**src/rtl/instr_encoder_pkg.sv**
```systemverilog
// Shared RV32I opcode constants, immediate range limits and encoder state type.
package instr_encoder_pkg;

    localparam logic [6:0] OPC_I_ARITH = 7'b0010011;
    localparam logic [6:0] OPC_I_LOAD  = 7'b0000011;
    localparam logic [6:0] OPC_I_JUMP  = 7'b1100111;
    localparam logic [6:0] OPC_S       = 7'b0100011;
    localparam logic [6:0] OPC_B       = 7'b1100011;
    localparam logic [6:0] OPC_U_LUI   = 7'b0110111;
    localparam logic [6:0] OPC_U_AUIPC = 7'b0010111;
    localparam logic [6:0] OPC_J       = 7'b1101111;

    localparam logic [2:0] FUNCT3_ADDI = 3'b000;
    localparam logic [2:0] FUNCT3_SLLI = 3'b001;
    localparam logic [2:0] FUNCT3_SRXI = 3'b101;

    localparam int IMM12_MIN = -2048;
    localparam int IMM12_MAX = 2047;
    localparam int IMMB_MIN  = -4096;
    localparam int IMMB_MAX  = 4094;
    localparam int IMMJ_MIN  = -(1 << 20);
    localparam int IMMJ_MAX  = (1 << 20) - 2;

    typedef enum logic [0:0] {StIdle, StSecond} state_e;

    // Signed inclusive range test on a 32-bit immediate.
    function automatic logic in_range(input logic [31:0] v, input int lo, input int hi);
        return ($signed(v) >= lo) && ($signed(v) <= hi);
    endfunction

endpackage

```
**src/rtl/instr_encoder_imm_pack.sv**
```systemverilog
// Combinational packer: places register fields and immediate bits into one RV32I word
// and flags immediates that the chosen format cannot represent.
module imm_pack
    import instr_encoder_pkg::*;
(
    input  logic [6:0]  opcode_i,
    input  logic [4:0]  rd_i,
    input  logic [4:0]  rs1_i,
    input  logic [4:0]  rs2_i,
    input  logic [2:0]  funct3_i,
    input  logic [6:0]  funct7_i,
    input  logic [31:0] imm_i,
    output logic [31:0] instr_o,
    output logic        err_o
);

    logic is_shift;
    assign is_shift = (funct3_i == FUNCT3_SLLI) || (funct3_i == FUNCT3_SRXI);

    always_comb begin
        instr_o = '1;
        err_o   = 1'b1;
        case (opcode_i)
            OPC_I_ARITH: begin
                if (is_shift) begin
                    instr_o = {funct7_i, imm_i[4:0], rs1_i, funct3_i, rd_i, opcode_i};
                    err_o   = |imm_i[31:5];
                end else begin
                    instr_o = {imm_i[11:0], rs1_i, funct3_i, rd_i, opcode_i};
                    err_o   = !in_range(imm_i, IMM12_MIN, IMM12_MAX);
                end
            end
            OPC_I_LOAD, OPC_I_JUMP: begin
                instr_o = {imm_i[11:0], rs1_i, funct3_i, rd_i, opcode_i};
                err_o   = !in_range(imm_i, IMM12_MIN, IMM12_MAX);
            end
            OPC_S: begin
                instr_o = {imm_i[11:5], rs2_i, rs1_i, funct3_i, imm_i[4:0], opcode_i};
                err_o   = !in_range(imm_i, IMM12_MIN, IMM12_MAX);
            end
            OPC_B: begin
                instr_o = {imm_i[12], imm_i[10:5], rs2_i, rs1_i, funct3_i,
                           imm_i[4:1], imm_i[11], opcode_i};
                err_o   = imm_i[0] || !in_range(imm_i, IMMB_MIN, IMMB_MAX);
            end
            OPC_J: begin
                instr_o = {imm_i[20], imm_i[10:1], imm_i[11], imm_i[19:12], rd_i, opcode_i};
                err_o   = imm_i[0] || !in_range(imm_i, IMMJ_MIN, IMMJ_MAX);
            end
            OPC_U_LUI, OPC_U_AUIPC: begin
                instr_o = {imm_i[31:12], rd_i, opcode_i};
                err_o   = |imm_i[11:0];
            end
            default: begin
                instr_o = '1;
                err_o   = 1'b1;
            end
        endcase
    end

endmodule

```
**src/rtl/instr_encoder.sv**
```systemverilog
// RV32I instruction encoder with li expansion; registered valid/ready output stage.
module instr_encoder
    import instr_encoder_pkg::*;
(
    input  logic        clk,
    input  logic        rst_n,
    input  logic        in_valid,
    output logic        in_ready,
    input  logic [6:0]  in_opcode,
    input  logic        in_li,
    input  logic [4:0]  in_rd,
    input  logic [4:0]  in_rs1,
    input  logic [4:0]  in_rs2,
    input  logic [2:0]  in_funct3,
    input  logic [6:0]  in_funct7,
    input  logic [31:0] in_imm,
    output logic        out_valid,
    input  logic        out_ready,
    output logic [31:0] out_instr,
    output logic        out_err
);

    state_e      state_q, state_d;
    logic        out_valid_q, out_valid_d;
    logic [31:0] out_instr_q, out_instr_d;
    logic        out_err_q, out_err_d;
    logic [4:0]  li_rd_q, li_rd_d;
    logic [11:0] li_lo_q, li_lo_d;

    logic [6:0]  p_opcode;
    logic [4:0]  p_rd, p_rs1, p_rs2;
    logic [2:0]  p_funct3;
    logic [6:0]  p_funct7;
    logic [31:0] p_imm;
    logic [31:0] p_instr;
    logic        p_err;

    logic        li_small, li_two;
    logic [19:0] li_hi;
    logic        accept, fire;

    // (imm + 0x800) >> 12 == imm[31:12] + imm[11], modulo 2^20.
    assign li_hi    = in_imm[31:12] + {19'b0, in_imm[11]};
    assign li_small = in_range(in_imm, IMM12_MIN, IMM12_MAX);
    assign li_two   = !li_small && (|in_imm[11:0]);

    assign in_ready = (state_q == StIdle) && (!out_valid_q || out_ready);
    assign accept   = in_valid && in_ready;
    assign fire     = out_valid_q && out_ready;

    always_comb begin
        p_opcode = in_opcode;
        p_rd     = in_rd;
        p_rs1    = in_rs1;
        p_rs2    = in_rs2;
        p_funct3 = in_funct3;
        p_funct7 = in_funct7;
        p_imm    = in_imm;
        if (state_q == StSecond) begin
            p_opcode = OPC_I_ARITH;
            p_rd     = li_rd_q;
            p_rs1    = li_rd_q;
            p_funct3 = FUNCT3_ADDI;
            p_imm    = {{20{li_lo_q[11]}}, li_lo_q};
        end else if (in_li) begin
            p_funct3 = FUNCT3_ADDI;
            if (li_small) begin
                p_opcode = OPC_I_ARITH;
                p_rs1    = '0;
            end else begin
                p_opcode = OPC_U_LUI;
                p_imm    = {li_hi, 12'h000};
            end
        end
    end

    imm_pack u_imm_pack (
        .opcode_i (p_opcode),
        .rd_i     (p_rd),
        .rs1_i    (p_rs1),
        .rs2_i    (p_rs2),
        .funct3_i (p_funct3),
        .funct7_i (p_funct7),
        .imm_i    (p_imm),
        .instr_o  (p_instr),
        .err_o    (p_err)
    );

    always_comb begin
        state_d     = state_q;
        out_valid_d = out_valid_q;
        out_instr_d = out_instr_q;
        out_err_d   = out_err_q;
        li_rd_d     = li_rd_q;
        li_lo_d     = li_lo_q;
        case (state_q)
            StIdle: begin
                if (accept) begin
                    out_valid_d = 1'b1;
                    out_instr_d = p_instr;
                    out_err_d   = !in_li && p_err;
                    if (in_li && li_two) begin
                        state_d = StSecond;
                        li_rd_d = in_rd;
                        li_lo_d = in_imm[11:0];
                    end
                end else if (fire) begin
                    out_valid_d = 1'b0;
                end
            end
            StSecond: begin
                // LUI word leaves this cycle; the ADDI word replaces it directly.
                if (fire) begin
                    out_valid_d = 1'b1;
                    out_instr_d = p_instr;
                    out_err_d   = 1'b0;
                    state_d     = StIdle;
                end
            end
            default: state_d = StIdle;
        endcase
    end

    always_ff @(posedge clk or negedge rst_n) begin
        if (!rst_n) begin
            state_q     <= StIdle;
            out_valid_q <= 1'b0;
            out_instr_q <= '0;
            out_err_q   <= 1'b0;
            li_rd_q     <= '0;
            li_lo_q     <= '0;
        end else begin
            state_q     <= state_d;
            out_valid_q <= out_valid_d;
            out_instr_q <= out_instr_d;
            out_err_q   <= out_err_d;
            li_rd_q     <= li_rd_d;
            li_lo_q     <= li_lo_d;
        end
    end

    assign out_valid = out_valid_q;
    assign out_instr = out_instr_q;
    assign out_err   = out_err_q;

endmodule

```
**config.mk**
```make
export PLATFORM = sky130hd
export DESIGN_NAME = instr_encoder
export DESIGN_NICKNAME = d
export VERILOG_FILES = /design/src/rtl/instr_encoder_pkg.sv /design/src/rtl/instr_encoder_imm_pack.sv /design/src/rtl/instr_encoder.sv
export SDC_FILE = /design/constraint.sdc
export NUM_CORES = 1
export LEC_CHECK = 0
export CAP_MARGIN = 10
export CORE_MARGIN = 2
export CORE_UTILIZATION = 41
export DETAILED_ROUTE_END_ITERATION = 8
export PLACE_DENSITY = 0.69
export SLEW_MARGIN = 15
export SYNTH_ARGS = -nofsm -noshare
export SYNTH_HDL_FRONTEND = slang
export SYNTH_HIERARCHICAL = 1
export SYNTH_SLANG_ARGS = --single-unit
```
**constraint.sdc**
```tcl
create_clock -name clk -period 4.2 [get_ports clk]
set_input_delay 0.84 -clock clk [delete_from_list [all_inputs] [get_ports clk]]
set_output_delay 0.84 -clock clk [all_outputs]
set_load 0.02 [all_outputs]
```
==> results of run 1 <==
registers in the layout (all words and copies together), names as in the netlist:
signal	cells
state_q	1
li_lo_q	12
li_rd_q	5
out_valid	1
out_err	1
out_instr	32
layout by cell type (no fill, tap or decap), drive strengths merged, types with 8 or more instances in the layout:
cell and n:
nor4 26, nand2 43, nor3 14, nand4 17, nor2 15, a22o 12
a21oi 19, dfrtp 52, mux2 50, inv 16, a222oi 10, o21ai 19
clkdlybuf4s50 102, xnor2 9, buf 68, and2 8, a221o 13, nand3 14
worst register-to-register path: cells and delay by family (launching register included):
kind,cells,cell delay (ns)
and+or+nand+nor,3,0.98
AOI/OAI and AO/OA,4,0.87
DFF,1,0.60
buffers and inverters,2,0.35
muxes,1,0.27
power by group through the flow:
stage          Clock [W]  Combinational [W]  Sequential, W
2_1_floorplan          0           0.000665       0.000975
3_3_place_gp           0            0.00148       0.000825
3_5_place_dp           0            0.00150       0.000836
4_1_cts         0.000305            0.00150       0.000828
5_1_grt         0.000325            0.00162       0.000855
6_report        0.000295            0.00153       0.000827
worst max-delay path by stage:
stage | to | slack (ns) | cells past startpoint
floorplan | out_instr[13]$_DFFE_PN0P_ | 0.44 | 12
global placement | out_instr[22]$_DFFE_PN0P_ | -0.11 | 14
detailed placement | out_err$_DFFE_PN0P_ | -0.17 | 14
CTS | out_err$_DFFE_PN0P_ | 0.16 | 14
global route | out_err$_DFFE_PN0P_ | -0.02 | 15
finish | out_err$_DFFE_PN0P_ | 0.22 | 16
what timing repair did:
action                                  4_1_cts  5_1_grt
gates resized for setup                       0       12
endpoints found under the setup margin        0       18
buffers inserted                              0        1
hold buffers                                  0        0
per-layer routing:
| metal | up-vias | part of all wire [%] | wire length, um | global-route usage [%] |
|---|---|---|---|---|
| li1 | 2018 | - | - | - |
| met1 | 2084 | 46 | 6160 | 33.0 |
| met2 | 162 | 47 | 6340 | 41.8 |
| met3 | 32 | 4.8 | 651 | 3.52 |
| met4 | 0 | 2.3 | 310 | 6.76 |
| met5 | - | 0 | 0 | 0 |
stage by stage:
stage | cell area (um2) | setup WS, ns | setup TNS, ns | total power [W] | util (%)
after floorplan | 4080 | 0.439 | 0 | 0.00164 | -
after CTS | 5690 | 0.157 | 0 | 0.00264 | 58.5
final | 5750 | 0.222 | 0 | 0.00265 | 59.1
after detailed placement | 5610 | -0.174 | -2.52 | 0.00233 | 57.6
after global routing | 5750 | -0.0233 | -0.0233 | 0.00280 | 59.1
after global placement | 5610 | -0.110 | -1.67 | 0.00230 | 57.6
area by class of cell:
class | instances | area (um2) | share of cell area, %
sequential | 52 | 1300 | 22.6
clock buffer | 6 | 72.6 | 1.26
multi-input combinational | 348 | 2590 | 45.0
tap | 133 | 166 | 2.89
clock inverter | 2 | 13.8 | 0.239
inverter | 15 | 56.3 | 0.979
timing repair buffer | 170 | 1550 | 27.0
logic make-up (layout without fill, tap and decap cells):
group,Yosys count,in the layout
muxes,51,51
DFF,52,52
adders and majority gates,2,2
xor gates and xnor gates,10,10
buffers and inverters,50,193
and+or+nand+nor,176,176
AOI/OAI and AO/OA,107,107
other,1,2
==> impl_results.md, run 1 <==
* Worst-margin pin slew at ~1.1 ns
* FILL cells at around 900
* Simple-gate share of the synthesized area at between 20% and 30%
* Avg Vias per Cell at ~6
* Switching Power at roughly 0.0010 W
* Min Tclk post-route at between 3 and 4 ns
* Die footprint at 10700 um2
* Layout area overhead at 41.2%
* Pins Over Slew Limit at 0
* FF-to-FF setup slack at around 1 ns
* Chip height at slightly above 100 um
* DR pass1 iterations at 7
* Synth top area share at a little under a third
* Synth Area in Compound Gates at between 20 and 25%
* Top cells by area, synth: dfrtp_1 (32%), mux2_2 (11%), nand2_1 (4.0%), nor4_1 (3.8%), mux2_4 (3.3%)
* Hold_ws at roughly 0.46 ns
* NumNets Final at 663
* Final setup fails at 0
* CP max stage delay at 0.50 ns
* Max-cap violations at 0
* CP bufs+invs at 3
* Worst min-delay path class: primary input to async pin
* CTS tree: done
* CP max stage cell: clkdlybuf4s50_1
* Core area at roughly 10000 um2
* P per Cell Area at between 400 and 500 nW/um2
* CP delay by family, top: simple AND/OR/NAND/NOR gates
* Synth area leader: dfrtp_1
* Sink Count at 52
* Final WL at 13.5 mm
* CTS H-tree lvls at 2
* Synth cell count leaders: dfrtp_1 (52), nand2_1 (43), mux2_2 (41), nor4_1 (25), clkbuf_1 (20)
* Number of synthesized flops with an enable pin at 0
* Rows at 36
* Post-synth cell types at 64
* Asr flop ratio synth at between 90% and 100%
* Non-Filler Instances at roughly 730
* Worst Skew at about 0.0058 ns
* Yosys warns at 6
* Sequential element share of the synthesized area at between 30% and 40%
* Critical Path AT at ~4.2 ns
* Largest family of logic cells by synthesized area: simple AND/OR/NAND/NOR gates
* Pleak at roughly 2.2 nW
* Setup CP Type: primary input to flip-flop
* Vias in the first global route at about 4300
* ANT cells at 0
* Critical path peak fanout at 8
* CTS Buf Count at 5
* FF-to-FF End: out_instr[29]$_DFFE_PN0P_
* Reg power frac at 31.3%
* Largest net degree at the start of global routing at 38
* First-pass GRT wire length at approximately 22 mm
* Clock power share at around 11%
* Via count at 4296
* Fmax at between 200 and 300 MHz
* Slew headroom at between 20% and 30%
* Switching power share of the total at 39.4%
* Adder-cell share of the synthesized area at 0.614%
* Io pins at between 100 and 150
* Gate power share at 57.6%
* Worst IR drop on VDD at around 0.00033 V
* Setup crit start: in_imm[19]
* CP Launch Type: primary input
* Top-count cell post-synth: dfrtp_1
* Status: completed
* Internal power at 0.00160 W
* Wire length per cell at approximately 19 um
* Total congestion overflow at 0
* Starting Density at about two fifths
* Hold Violations, Final at 0
* Clk pin slew, worst setup/hold paths at 0.10 ns
* CP required at 4.39 ns
* Starting DRT DRC Count at 270
* Final cycle utilization of the critical path at ~95%
* Worst path cell trace: clkdlybuf4s50_1 > buf_4 > nand4_1 > or2_2 > buf_4 > nor4_1 > xnor2_1 > a21oi_1 > nor4_1 > and3_1 > and3_1 > nand2_1 > a211oi_1 > nand4b_1 > nand3_1 > nand2_1
* Inst Count DP at just over 700
* Root Buffer: clkbuf_8
* Reg2reg path depth at 10
* Mux cell area share after synthesis at 14.9%
* Routability-driven placement congestion ratio at between 0.9 and 1
* Die W at 104 um
* Mean Syn Cell Area at 9.07 um2
* Share of cells above drive strength 1 at 25.0%
* Worst r2r src: state_q$_DFF_PN0_
* Seq cells post-synth at 52
* Gr usage total at 24.7%
* Final ANT Viol Nets at 0
* XOR/XNOR Fraction of Synth Area at under 10%
* Port Buffers at 103
* Initial antenna violation count at 0
* Bufs on Longest Clock Path at 2
* Number of remaining DRC errors at 0
* CP Capture Type: flip-flop
* Syn Inst Count at 449
* Worst skew pair latency at approximately 0.30 ns
* Primary FF master, synth: dfrtp_1
* Post-DP HPWL at around 10 mm
* Cell Area, Synth at 4070 um2
No activity file was read; power rests on OpenSTA's default activity.
==> run 2: changes to the inputs <==
- CORE_MARGIN: 2 -> unset
==> run 2 against run 1 <==
Fmax down 0.59%; highest routed layer unchanged; largest cell class unchanged; clock power increased by 5%; critical path type unchanged; largest power group unchanged; combinational power about the same; sequential power hardly changed; die area is 3.8% lower.
==> impl_results.md, run 2 (synthesis results as in run 1) <==
* Final cell utilization of the core at 60.7%
* Post-CTS Hold Fix Bufs at 0
* Cell Area, Placed at 5730 um2
* P per Cell Area at roughly 450 nW/um2
* Fin area at about 5900 um2
* Die W at roughly 100 um
* Root Buffer: clkbuf_8
* Pleak at around 2.3 nW
* Total congestion overflow at 0
* Max-cap violations at 0
* Worst IR drop on VDD at between 0.0003 and 0.0004 V
* CTS H-tree lvls at 2
* Worst min-delay path class: primary input to async pin
* Final Power at around 0.0027 W
* Most frequent cells in the layout: clkdlybuf4s50_1 (102), buf_4 (81), dfrtp_1 (52)
* GR Util met1 at a little over a third
* ANT cells at 0
* Routability-driven placement congestion ratio at 0.997
* Core area at roughly 9700 um2
* CTS tree: done
* Met2 global-route usage at about 44%
* Worst path cell trace: clkdlybuf4s50_1 > or4_1 > or4_1 > nand3_1 > a21oi_1 > inv_1 > nor2_1 > a21o_1 > o41ai_1 > buf_12 > nand2_1 > mux2_2
* Wire length per cell at between 15 and 20 um
* Clk pin slew, worst setup/hold paths at 0.12 ns
* FILL cells at ~900
* First-pass GRT wire length at roughly 21 mm
* Rows at 36
* CP max stage delay at 0.58 ns
* Pins Over Slew Limit at 0
* Io pins at roughly 100
* CP required at between 4 and 5 ns
* Starting Density at 42.1%
* Worst skew pair latency at between 0.3 and 0.4 ns
* Area of the multi-input gates at approximately 2600 um2
* Post-DP HPWL at 10.5 mm
* Hold Violations, Final at 0
* NumNets Final at slightly below 700
* Die footprint at approximately 10000 um2
* Chip height at around 100 um
* CP Launch Type: primary input
* Initial antenna violation count at 0
* Commonest non-fill, non-tap cell in the layout: clkdlybuf4s50_1
* Slew headroom at about a quarter
* Layout area overhead at 44.3%
* Gr usage total at between 20% and 30%
* Setup CP Type: primary input to flip-flop
* Critical Path AT at around 4.2 ns
* Vias in the first global route at 4294
* Starting DRT DRC Count at between 200 and 300
* Final ANT Viol Nets at 0
* Bufs on Longest Clock Path at 2
* Register cell area after layout at between 1000 and 1500 um2
* Flip-flop count of the largest register after layout at 32
* Port Buffers at about 100
* Sink Count at between 50 and 60
* Share of cells above drive strength 1 at 26.8%
* Status: completed
* Most used routing layer in global routing: met2
* CP max stage cell: o41ai_1
* Critical path peak fanout at 11
* Hold_ws at approximately 0.45 ns
* Fmax at about 250 MHz
* Final setup fails at 0
* Min Tclk post-route at approximately 4 ns
* Worst-margin pin slew at between 1 and 1.5 ns
* RSZ-0062 raised after global routing: false
* CP most frequent cell: or4_1
* CTS Buf Count at 5
* CP Capture Type: flip-flop
* Routing usage on met3 at 3.04%
* Worst Skew at 0.0138 ns
* Number of remaining DRC errors at 0
* DR pass1 iterations at 8
* Via count at 4377
* Final WL at 13.3 mm
* Avg Vias per Cell at a little under 6
* Largest net degree at the start of global routing at 37
* Final cycle utilization of the critical path at between 90% and 100%
==> run 2: cell type report <==
class                      instances  share of cell area (%)
clock buffer                       5                    1.17
clock inverter                     3                   0.468
inverter                          15                   0.958
multi-input combinational        348                    44.0
tap                              133                    2.83
sequential                        52                    22.1
timing repair buffer             186                    28.5
==> run 2: worst paths after layout <==
check,startpoint,endpoint,slack (ns),cells past startpoint
setup / recovery,in_imm[25],out_instr[21]$_DFFE_PN0P_,0.20,12
hold / removal,rst_n,out_instr[6]$_DFFE_PN0P_,0.45,1
setup reg to reg,state_q$_DFF_PN0_,out_err$_DFFE_PN0P_,0.77,14
hold reg to reg,out_instr[15]$_DFFE_PN0P_,out_instr[15]$_DFFE_PN0P_,0.51,1
max in group asynchronous,rst_n,li_rd_q[4]$_DFFE_PN0P_,2.90,2
min in group clk,out_instr[15]$_DFFE_PN0P_,out_instr[15]$_DFFE_PN0P_,0.51,1
==> run 2: power breakdown <==
group | internal (W) | switching [W] | leakage, nW
logic | 0.000787 | 0.000734 | 1.69
registers | 0.000700 | 0.000130 | 0.575
clock network | 0.000123 | 0.000186 | 0.0463
total | 0.00161 | 0.00105 | 2.32
==> run 2: worst max-delay path: cells and delay by family <==
kind                   cells  cell delay, ns
buffers and inverters      3            0.77
muxes                      1            0.27
AOI/OAI and AO/OA          3            0.91
and+or+nand+nor            5            1.40
==> run 2: metrics by stage <==
| stage | instances | TNS (ns) | worst slack (ns) |
|---|---|---|---|
| finish | 742 | 0 | 0.198 |
| global route | 742 | 0 | 0.0101 |
| CTS | 741 | 0 | 0.148 |
| detailed placement | 733 | -2.03 | -0.178 |
| global placement | 733 | -0.249 | -0.0540 |
| floorplan | 450 | 0 | 0.439 |
==> run 2: routing by layer <==
metal / part of all wire, % / vias up
li1: - / 2054
met1: 44 / 2109
met2: 48 / 188
met3: 5.1 / 26
met4: 2.6 / 0
met5: 0 / -
==> run 2: repair_timing <==
action	4_1_cts	5_1_grt
setup buffers	0	1
gates resized for setup	0	10
endpoints found under the setup margin	0	1
==> run 3: changes to the inputs <==
- GPL_TIMING_DRIVEN: unset -> 0
==> run 3 against run 2 <==
Global-route usage increased by 1.9 points; largest cell class unchanged; critical endpoint is now out_instr[10]$_DFFE_PN0P_; die area unchanged; via count decreased by 1.9%; combinational power decreased by 3%; sequential cell count unchanged; setup slack got worse by 0.029 ns; first-iteration DRC count decreased by 8.8%; register-to-register slack got worse by 0.06 ns; critical path depth increased by 2; wire length increased by 6.0%; total power decreased by 2.9%; clock power decreased by 2%.
==> impl_results.md, run 3 (synthesis results as in run 1) <==
* Min Tclk post-route at approximately 4.0 ns
* Fmax at about 250 MHz
* Critical Path AT at 4.23 ns
* Final setup fails at 0
* Final ANT Viol Nets at 0
* Layout area overhead at 37.6%
* Worst skew pair latency at around 0.32 ns
* Number of remaining DRC errors at 0
* Clk pin slew, worst setup/hold paths at 0.10 ns
* Gr usage total at 28.3%
* Critical path peak fanout at 10
* Pins Over Slew Limit at 0
* Worst min-delay path class: flip-flop to flip-flop
* CP Launch Type: primary input
* Setup CP Type: primary input to flip-flop
* Post-DP HPWL at around 11 mm
* Max-cap violations at 0
* Final cycle utilization of the critical path at approximately 96%
* Setup TNS at 0 ns
* CTS Buf Count at 5
* First-pass GRT wire length at about 22 mm
* Hold Violations, Final at 0
* Starting DRT DRC Count at 249
* FF-to-FF End: out_instr[10]$_DFFE_PN0P_
* Final WL at roughly 14 mm
* FILL cells at approximately 900
* NumNets Final at about 630
* CTS tree: done
* Via count at 4292
* Chip height at 102 um
* Core area at between 9000 and 10000 um2
* FF-to-FF setup slack at approximately 0.71 ns
* Setup crit start: in_imm[30]
* Die W at ~100 um
* Worst IR drop on VDD at about 0.00030 V
* Wire length per cell at 20.3 um
* Die footprint at between 10000 and 15000 um2
* CP max stage cell: a2111o_1
* Worst-margin pin slew at between 0.8 and 0.9 ns
* Avg Vias per Cell at slightly above 6
* RSZ-0062 raised after global routing: false
* Total congestion overflow at 0
* Commonest non-fill, non-tap cell in the layout: clkdlybuf4s50_1
* CP Capture Type: flip-flop
* CP required at between 4 and 5 ns
* Reg2reg path depth at 11
* Register cell area after layout at approximately 1300 um2
* Fin area at 5600 um2
* Pleak at between 2 and 2.5 nW
* Root Buffer: clkbuf_8
* Initial antenna violation count at 0
* Area of the multi-input gates at between 2000 and 3000 um2
* Flip-flop count of the largest register after layout at 32
* Sink Count at 52
* Routability-driven placement congestion ratio at 0.924
* Share of cells above drive strength 1 at around a fifth
* CP delay by family, top: compound AO/OA/AOI/OAI gates
* Hold_sp: out_instr[6]$_DFFE_PN0P_
* CP max stage delay at between 0.4 and 0.5 ns
* Vias in the first global route at ~4300
* CTS H-tree lvls at 2
* Status: completed
* Starting Density at between 40% and 50%
* Io pins at between 100 and 150
* Hold Path Depth at 1
* Most frequent cells in the layout: clkdlybuf4s50_1 (82), dfrtp_1 (52), nand2_1 (43)
* DR pass1 iterations at 5
* Bufs on Longest Clock Path at 2
* Post-CTS Hold Fix Bufs at 0
* Largest net degree at the start of global routing at 53
* Worst path cell trace: clkdlybuf4s50_1 > nor3_2 > nand4_1 > or4_4 > buf_4 > nand3_1 > a21oi_2 > nor2b_4 > o21bai_1 > a2111o_1 > o41a_4 > buf_6 > a221o_1 > mux2_2
* Slew headroom at a little under half
* CP bufs+invs at 3
* ANT cells at 0
* Worst r2r src: state_q$_DFF_PN0_
* Port Buffers at 100
* Cell Area, Placed at around 5200 um2
* Rows at 36
* WHS Endpoint: out_instr[6]$_DFFE_PN0P_
* P per Cell Area at roughly 460 nW/um2
* Worst Skew at ~0.011 ns
[run 3: cell count changes in the layout (fill, tap and decap cells not counted), moves of 7 or more]
| cell | delta |
|---|---|
| dlymetal6s2s_1 | +17 |
| clkbuf_1 | +16 |
| clkdlybuf4s50_1 | -20 |
| buf_4 | -71 |
| buf_2 | +7 |
[run 3: routing by layer]
layer  wire length [um]  part of all wire (%)  track usage (%)
met1               6210                    44             36.8
met2               6710                    47             45.9
met3                775                   5.5             5.45
met4                446                   3.2             11.7
met5                  0                     0                0
[run 3: report_power, final]
group / switching (W) / internal (W) / leakage (nW)
Sequential: 0.000111 / 0.000700 / 0.575
Combinational: 0.000767 / 0.000700 / 1.59
Clock: 0.000184 / 0.000120 / 0.0456
Total: 0.00106 / 0.00152 / 2.21
[run 3: how the worst max path moves through the flow]
stage,end,slack [ns],depth (start not counted)
detailed placement,out_err$_DFFE_PN0P_,-0.66,16
CTS,out_err$_DFFE_PN0P_,0.02,16
global placement,out_err$_DFFE_PN0P_,-0.67,16
finish,out_instr[10]$_DFFE_PN0P_,0.17,14
global route,out_instr[7]$_DFFE_PN0P_,0.03,14
floorplan,out_instr[13]$_DFFE_PN0P_,0.44,12
[run 3: worst register-to-register path: stages (launching register included)]
cell	delay (ns)
dfrtp_1	0.33
buf_2	0.27
clkbuf_1	0.39
clkbuf_1	0.52
a21oi_2	0.16
nor2b_4	0.18
o21bai_1	0.18
a2111o_1	0.48
o41a_4	0.17
buf_6	0.16
a221o_1	0.27
mux2_2	0.26
[run 3: cell type report]
| class | count | area share (%) |
|---|---|---|
| clock inverters | 2 | 0.246 |
| inverters | 15 | 1.00 |
| multi-input cells | 348 | 48.1 |
| well taps | 133 | 2.97 |
| flip-flops and latches | 52 | 23.2 |
| clock buffers | 6 | 1.30 |
| plain buffers | 35 | 3.53 |
| repair buffers | 106 | 19.6 |
[run 3: what timing repair did]
item                                   4_1_cts  5_1_grt
endpoints found under the hold margin        0        0
resized for setup                           17       43
buffers inserted                             2        4
setup endpoints to repair                   27       25
pin swaps                                    2        7
[run 3: stage by stage]
stage	util, %	total power (W)	hold WS, ns	setup WS, ns	instances
2_1_floorplan	-	0.00164	0.482	0.439	450
3_3_place_gp	54.1	0.00221	0.490	-0.672	683
3_5_place_dp	54.1	0.00223	0.492	-0.659	683
4_1_cts	55.9	0.00255	0.519	0.0203	693
5_1_grt	57.9	0.00274	0.529	0.0300	697
6_report	57.9	0.00258	0.517	0.169	697
